## src/rtl/vga_timing_pkg.sv

```systemverilog
// Raster constants for the 1024x768 @60 Hz pixel-timing bus.
// The draw stages share these for their blank and coordinate compares.
package vga_timing_pkg;

  localparam int unsigned CNT_W = 12;
  typedef logic [CNT_W-1:0] cnt_t;

  localparam int unsigned H_ACTIVE = 1024;
  localparam int unsigned H_FP     = 24;
  localparam int unsigned H_SYNC   = 136;
  localparam int unsigned H_BP     = 160;
  localparam int unsigned H_TOTAL  = H_ACTIVE + H_FP + H_SYNC + H_BP;
  localparam int unsigned HS_START = H_ACTIVE + H_FP;
  localparam int unsigned HS_END   = HS_START + H_SYNC;

  localparam int unsigned V_ACTIVE = 768;
  localparam int unsigned V_FP     = 3;
  localparam int unsigned V_SYNC   = 6;
  localparam int unsigned V_BP     = 29;
  localparam int unsigned V_TOTAL  = V_ACTIVE + V_FP + V_SYNC + V_BP;
  localparam int unsigned VS_START = V_ACTIVE + V_FP;
  localparam int unsigned VS_END   = VS_START + V_SYNC;

endpackage

```

## src/rtl/vga_axis_counter.sv

```systemverilog
// One raster axis: wrap counter with registered blank/sync flags derived
// from the next-state count, so a count and its flags always change together.
module vga_axis_counter
  import vga_timing_pkg::*;
#(
  parameter int unsigned TOTAL      = H_TOTAL,
  parameter int unsigned ACTIVE     = H_ACTIVE,
  parameter int unsigned SYNC_START = HS_START,
  parameter int unsigned SYNC_END   = HS_END
) (
  input  logic clk,
  input  logic rst_n,
  input  logic en,
  output cnt_t count,
  output logic blank,
  output logic sync,
  output logic wrap
);

  localparam cnt_t LAST_C   = cnt_t'(TOTAL - 1);
  localparam cnt_t ACTIVE_C = cnt_t'(ACTIVE);
  localparam cnt_t SS_C     = cnt_t'(SYNC_START);
  localparam cnt_t SE_C     = cnt_t'(SYNC_END);

  cnt_t count_d, count_q;
  logic blank_d, blank_q;
  logic sync_d, sync_q;

  always_comb begin
    // NOTE: every signal gets a default before any branch so no latch is inferred.
    wrap    = en && (count_q == LAST_C);
    count_d = count_q;
    if (en) begin
      count_d = wrap ? '0 : count_q + cnt_t'(1);
    end
    blank_d = (count_d >= ACTIVE_C);
    sync_d  = (count_d >= SS_C) && (count_d < SE_C);
  end

  // NOTE: state is updated with non-blocking assignments so all flops sample the same pre-edge values.
  always_ff @(posedge clk or negedge rst_n) begin
    if (!rst_n) begin
      count_q <= '0;
      blank_q <= 1'b0;
      sync_q  <= 1'b0;
    end else begin
      count_q <= count_d;
      blank_q <= blank_d;
      sync_q  <= sync_d;
    end
  end

  assign count = count_q;
  assign blank = blank_q;
  assign sync  = sync_q;

endmodule

```

## src/rtl/vga_timing_gen.sv

```systemverilog
// Source of the pixel-timing bus: horizontal and vertical axis counters plus
// a registered frame_start pulse on the simultaneous h/v wrap.
module vga_timing_gen #(
  parameter int unsigned H_ACTIVE = vga_timing_pkg::H_ACTIVE,
  parameter int unsigned H_FP     = vga_timing_pkg::H_FP,
  parameter int unsigned H_SYNC   = vga_timing_pkg::H_SYNC,
  parameter int unsigned H_BP     = vga_timing_pkg::H_BP,
  parameter int unsigned V_ACTIVE = vga_timing_pkg::V_ACTIVE,
  parameter int unsigned V_FP     = vga_timing_pkg::V_FP,
  parameter int unsigned V_SYNC   = vga_timing_pkg::V_SYNC,
  parameter int unsigned V_BP     = vga_timing_pkg::V_BP
) (
  input  logic        pclk,
  input  logic        reset,
  input  logic        en,
  output logic [11:0] hcount_out,
  output logic        hsync_out,
  output logic        hblnk_out,
  output logic [11:0] vcount_out,
  output logic        vsync_out,
  output logic        vblnk_out,
  output logic        frame_start
);

  localparam int unsigned H_TOTAL  = H_ACTIVE + H_FP + H_SYNC + H_BP;
  localparam int unsigned HS_START = H_ACTIVE + H_FP;
  localparam int unsigned V_TOTAL  = V_ACTIVE + V_FP + V_SYNC + V_BP;
  localparam int unsigned VS_START = V_ACTIVE + V_FP;

  logic h_wrap, v_en, v_wrap;
  logic frame_start_d, frame_start_q;

  assign v_en = en & h_wrap;

  vga_axis_counter #(
    .TOTAL      (H_TOTAL),
    .ACTIVE     (H_ACTIVE),
    .SYNC_START (HS_START),
    .SYNC_END   (HS_START + H_SYNC)
  ) u_h_axis (
    .clk   (pclk),
    .rst_n (reset),
    .en    (en),
    .count (hcount_out),
    .blank (hblnk_out),
    .sync  (hsync_out),
    .wrap  (h_wrap)
  );

  vga_axis_counter #(
    .TOTAL      (V_TOTAL),
    .ACTIVE     (V_ACTIVE),
    .SYNC_START (VS_START),
    .SYNC_END   (VS_START + V_SYNC)
  ) u_v_axis (
    .clk   (pclk),
    .rst_n (reset),
    .en    (v_en),
    .count (vcount_out),
    .blank (vblnk_out),
    .sync  (vsync_out),
    .wrap  (v_wrap)
  );

  // v_wrap already implies en and an h wrap, so the pulse self-clears next edge.
  always_comb begin
    frame_start_d = v_wrap;
  end

  always_ff @(posedge pclk or negedge reset) begin
    if (!reset) begin
      frame_start_q <= 1'b0;
    end else begin
      frame_start_q <= frame_start_d;
    end
  end

  assign frame_start = frame_start_q;

endmodule

```

## config.mk

```make
export PLATFORM = sky130hd
export DESIGN_NAME = vga_timing_gen
export DESIGN_NICKNAME = d
export VERILOG_FILES = /design/src/rtl/vga_timing_pkg.sv /design/src/rtl/vga_axis_counter.sv /design/src/rtl/vga_timing_gen.sv
export SDC_FILE = /design/constraint.sdc
export NUM_CORES = 1
export LEC_CHECK = 0
export ABC_AREA = 1
export BUFFER_PORTS_ARGS = -buffer_cell sky130_fd_sc_hd__buf_2
export CAP_MARGIN = 10
export CORE_MARGIN = 2
export CORE_UTILIZATION = 57
export CTS_BUF_LIST = sky130_fd_sc_hd__clkbuf_2 sky130_fd_sc_hd__clkbuf_4 sky130_fd_sc_hd__clkbuf_8
export DETAILED_ROUTE_END_ITERATION = 8
export PLACE_DENSITY = 0.87
export SLEW_MARGIN = 20
export SYNTH_ARGS = -nofsm -noshare
export SYNTH_HDL_FRONTEND = slang
export SYNTH_HIERARCHICAL = 1
export SYNTH_SLANG_ARGS = --single-unit
export TNS_END_PERCENT = 10
```

## constraint.sdc

```tcl
create_clock -name pclk -period 2.6 [get_ports pclk]
set_input_delay 0 -clock pclk [delete_from_list [all_inputs] [get_ports pclk]]
set_output_delay 0 -clock pclk [all_outputs]
set_load 0.02 [all_outputs]
```

# Word level (Yosys, flattened, before mapping)

Cells that the tools add are included.

Register bits: 29
Bits of input ports: 3
Output and inout bits: 29
Logic and storage cells: 26

$add $sub $neg: 2
Magnitude comparators: 6
Eq/ne operators: 2
Multiplexer cells: 4
Bitwise operators: 1
Reduce and logical (&&, ||, !) cells: 4

Operators with widths:

| kind                  | count |
|---|---|
| $mux 12               | 4 |
| $add 12x1->12 const B | 2 |
| $ge 12x10->1 const B  | 2 |
| $ge 12x11->1 const B  | 2 |
| $eq 12x10->1 const B  | 1 |
| $eq 12x11->1 const B  | 1 |
| $lt 12x10->1 const B  | 1 |
| $lt 12x11->1 const B  | 1 |
| $logic_and 1x1->1     | 4 |
| $and 1x1->1           | 1 |

# Longest topological paths before layout

Word-level depth: 8
Gate-level depth with buffers: 18
Depth with buffers taken out: 18

# Modules after synthesis

The synthesis kept the hierarchy.

Modules (own cells, without submodules):

| module                      | instances | cells each | area an instance (um^2) | sequential area each (um^2) |
|---|---|---|---|---|
| vga_axis_counter (u_v_axis) | 1         | 121        | 894.6                   | 350.3 |
| vga_axis_counter (u_h_axis) | 1         | 116        | 835.8                   | 350.3 |
| vga_timing_gen              | 1         | 3          | 32.5                    | 25.0 |

# Worst setup path after synthesis

No wires, ideal clock.

Path kind: flip-flop to flip-flop
From: reg u_h_axis.count_q[1], in the netlist u_h_axis/count[1]
To: reg u_v_axis.sync_q, in the netlist u_v_axis/sync
Library setup time: 0.069 ns
Data arrival time: 2.163 ns
Data required time: 2.531 ns
Setup slack: 0.368 ns
Stages on the path, launching flop included: 16
Buffers on the path: 0
Clock period less this slack: 2.232 ns
Cell sequence: dfrtp_1 -> ha_1 -> nand2_1 -> nor2_2 -> nand3_1 -> inv_1 -> nand2_1 -> inv_1 -> nand2_2 -> nor2_4 -> nand3_1 -> xor2_1 -> nand2_2 -> nor2_2 -> nand3_1 -> nor2_2

Longest elaborated chain between the ends: 8
Elaborated cells on any way between the ends: 9
Those cells by class: order compare: 2; eq/ne: 1; mux: 2; bitwise: 1; reduce/logical: 3

Ends and longest elaborated chain:

| what                                         | RTL line               | source |
|---|---|---|
| from (decl)                                  | vga_axis_counter.sv:25 | `cnt_t count_d, count_q;` |
| from (signal assigned)                       | vga_axis_counter.sv:47 | `count_q <= count_d;` |
| $eq 12x11->1 (*)                             | vga_axis_counter.sv:31 | `wrap = en && (count_q == LAST_C);` |
| $logic_and 1x1->1 (*)                        | vga_axis_counter.sv:31 |  |
| via h_wrap                                   | vga_timing_gen.sv:30   | `logic h_wrap, v_en, v_wrap;` |
| $and 1x1->1 (*)                              | vga_timing_gen.sv:33   | `assign v_en = en & h_wrap;` |
| via v_en                                     | vga_timing_gen.sv:30   |  |
| $logic_and 1x1->1                            | vga_axis_counter.sv:31 |  |
| $mux 12                                      | vga_axis_counter.sv:34 | `count_d = wrap ? '0 : count_q + cnt_t'(1);` |
| $mux 12 (*)                                  | vga_axis_counter.sv:33 | `if (en) begin` |
| $ge 12x10->1 or $lt 12x10->1 (tied branches) | vga_axis_counter.sv:37 | `sync_d = (count_d >= SS_C) && (count_d < SE_C);` |
| $logic_and 1x1->1 (*)                        | vga_axis_counter.sv:37 |  |
| via u_v_axis.sync_d                          | vga_axis_counter.sv:27 | `logic sync_d, sync_q;` |
| to (signal assigned)                         | vga_axis_counter.sv:49 | `sync_q <= sync_d;` |
| to (decl)                                    | vga_axis_counter.sv:27 |  |

Mark *: on every way through the listed nets, which the timed path passes. The rest lies on a longest branch.

# Worst setup path after layout

Same ends and word-level chain as after synthesis.

==> flow_metrics.tcl <==
set metrics [dict create \
    multi_input_area_um2 833 \
    netlist-cell-type-count 24 \
    cp.required_ps 2860 \
    synth_area_um2 1760 \
    die_h_um 59.6 \
    cap_violations 0 \
    num_io_pins 32 \
    vias 1564 \
    synth_nets 246 \
    grt_pass1_wl_mm 5.96 \
    grt_overflow_total 0 \
    avgSynthCellArea_um2 7.35 \
    p_leak_nw 1.09 \
    setup_viol 0 \
    ff_latch_area_um2 726 \
    die_w_um 59.6 \
    irDropWorstVdd_uv 477 \
    path_max_fanout 6 \
    worst_clock_skew_ps 11.9 \
    clkTransAtPathRegs_ps 80 \
    fmax_mhz 432 \
    power_density_nw_per_um2 690 \
    hold_viol 0 \
    crit_arrival_ps 2580 \
    clk_latency_ps 330 \
    worst_slack_ps 287 \
    cp-start-kind "flip-flop" \
    synth-seq-cells 29 \
    hold_class "in2reg" \
    p_total_mw 1.39 \
    finalWirelength_mm 3.54 \
    numCtsBuffers 5 \
    antenna_found_initial 0 \
    num-fill-cells 266 \
    gp_congestion 0.946 \
    htreeDepth 2 \
    synthCells 240 \
    grt_max_degree 30 \
    firstDrtPassIters 4 \
    place_ws_ps 297 \
    wire_per_inst_um 11.4 \
    critical_path_class "reg2reg" \
    fin_nets 284 \
    num_rows 20 \
    initial_utilization_pct 58.7 \
    clockBufferDepth 2 \
    diodes 0 \
    tightest_slew_ps 620 \
    grt_setup_unrepaired "no" \
    grt_pass1_vias 1378 \
    die_area_um2 3550 \
    max_slew_margin_pct 58.7 \
    slew_viol_final 0 \
    grt_usage_pct 22.9 \
    syn2layout_area_growth_pct 14.5 \
    end_kind "flip-flop" \
    tns_ps 0 \
    yosysWarningCount 6 \
    io_buffer_count 31 \
    coreArea_um2 3000 \
    yosysSeqAreaShare_pct 41.2 \
    drtIter0Drc 75 \
    final_antenna_net_count 0 \
    drive_above_1_share_pct 26.2 \
    dp_hpwl_mm 2.68 \
    cts_root_buffer "clkbuf_4" \
    tritoncts "done" \
    viasPerCell 5.01 \
    status "complete, no violations" \
    finalCriticalPeriod_ps 2310 \
    drc_errors 0 \
    timing.final.crit_share_pct 89.0 \
    clock_sinks 29 \
]
[through the flow]
stage	cell area [um^2]	std cells	hold slack, ps	utilization [%]
6_report	2020	312	46.9	67.3
5_1_grt	2020	312	61.2	67.3
4_1_cts	2020	312	28.4	67.3
3_5_place_dp	1950	303	62.2	65.1
3_3_place_gp	1950	303	59.0	65.1
2_1_floorplan	1760	240	-296	-
[per-layer routing]
layer  up-vias  global-route usage, %  part of all wire [%]
met1       706                   32.5                    50
met3         4                   7.86                   4.8
met2        44                   32.8                    44
met5         -                      0                     0
met4         0                   7.30                   1.2
li1        810                      -                     -
[flip-flops by register name, indices dropped and copies added, names as in the netlist]
register and cells:
frame_start 1, u_h_axis/blank 1, u_h_axis/count 12, u_h_axis/sync 1
u_v_axis/blank 1, u_v_axis/count 12, u_v_axis/sync 1
[path summary, 6_finish.rpt]
| path | endpoint | depth (start not counted) | startpoint | slack (ps) |
|---|---|---|---|---|
| max | u_v_axis/sync | 15 | u_h_axis/count[1] | 290 |
| min | u_h_axis/count[0] | 2 | en | 50 |
| max reg2reg | u_v_axis/sync | 15 | u_h_axis/count[1] | 290 |
| min reg2reg | u_h_axis/count[1] | 2 | u_h_axis/count[1] | 570 |
| max in group asynchronous | u_v_axis/count[6] | 2 | reset | 1980 |
| min in group asynchronous | u_v_axis/count[10] | 2 | reset | 210 |
[synth_stat cells, drive strengths merged]
cell type	count	area share, %
ha	3	2.1
clkinv	1	0.21
xnor2	1	0.50
o211ai	1	0.43
xor2	2	0.99
and3	1	0.36
o21ai	9	2.6
buf	1	0.28
nand2	71	17
o21bai	2	0.85
inv	52	11
dfrtp	29	41
nor2	27	8.9
nand3	32	11
nor3	4	1.1
nand4	4	1.4
[critical path, cell delays in order, from the launching register on]
cell and delay, ps:
dfrtp_1 390, ha_1 190, nand2_1 100, nor2_2 180
nand3_1 160, inv_1 90, nand2_1 50, inv_1 170
nand2_2 120, nor2_4 160, nand3_1 100, xor2_1 200
nand2_2 100, nor2_2 100, nand3_1 80, nor2_2 80
[layout make-up]
| type | count | area share, % |
|---|---|---|
| multi-input combinational | 157 | 41.3 |
| inverter | 53 | 9.85 |
| clock inverter | 2 | 0.496 |
| timing repair buffer | 32 | 8.18 |
| clock buffer | 6 | 2.23 |
| tap | 33 | 2.04 |
| sequential | 29 | 35.9 |
[kinds of logic (layout without fill, tap and decap cells)]
logic type	after synthesis	after routing	share of synthesized area, %
compound gates	12	12	3.83
xor+xnor	3	3	1.49
fa+ha+maj	3	3	2.13
simple gates	139	139	39.8
flops	29	29	41.2
buf+inv	54	93	11.6
[where the power goes]
| part | total [mW] | internal, mW | leakage, nW | switching, mW |
|---|---|---|---|---|
| Combinational | 0.510 | 0.154 | 0.745 | 0.355 |
| Clock | 0.265 | 0.113 | 0.0354 | 0.152 |
| Sequential | 0.618 | 0.526 | 0.314 | 0.0921 |
| Total | 1.39 | 0.794 | 1.09 | 0.599 |
[repair_timing]
| action | CTS | global route |
|---|---|---|
| resized for setup | 0 | 0 |
| endpoints found under the hold margin | 29 | 0 |
| endpoints found under the setup margin | 0 | 0 |
| setup buffers | 0 | 0 |
| hold buffers | 1 | 0 |
[placed cells by master, fill, tap and decap left out, types with 5 or more instances in the layout]
master and n:
buf_2 31, nor2_2 7, dfrtp_1 29, clkbuf_4 6, o21ai_0 5, inv_1 45
nor2_4 5, nand3_1 25, inv_2 7, nor2_1 15, nand3_2 6, nand2_1 63
nand2_2 7
Power figures use the tool's default switching activity.
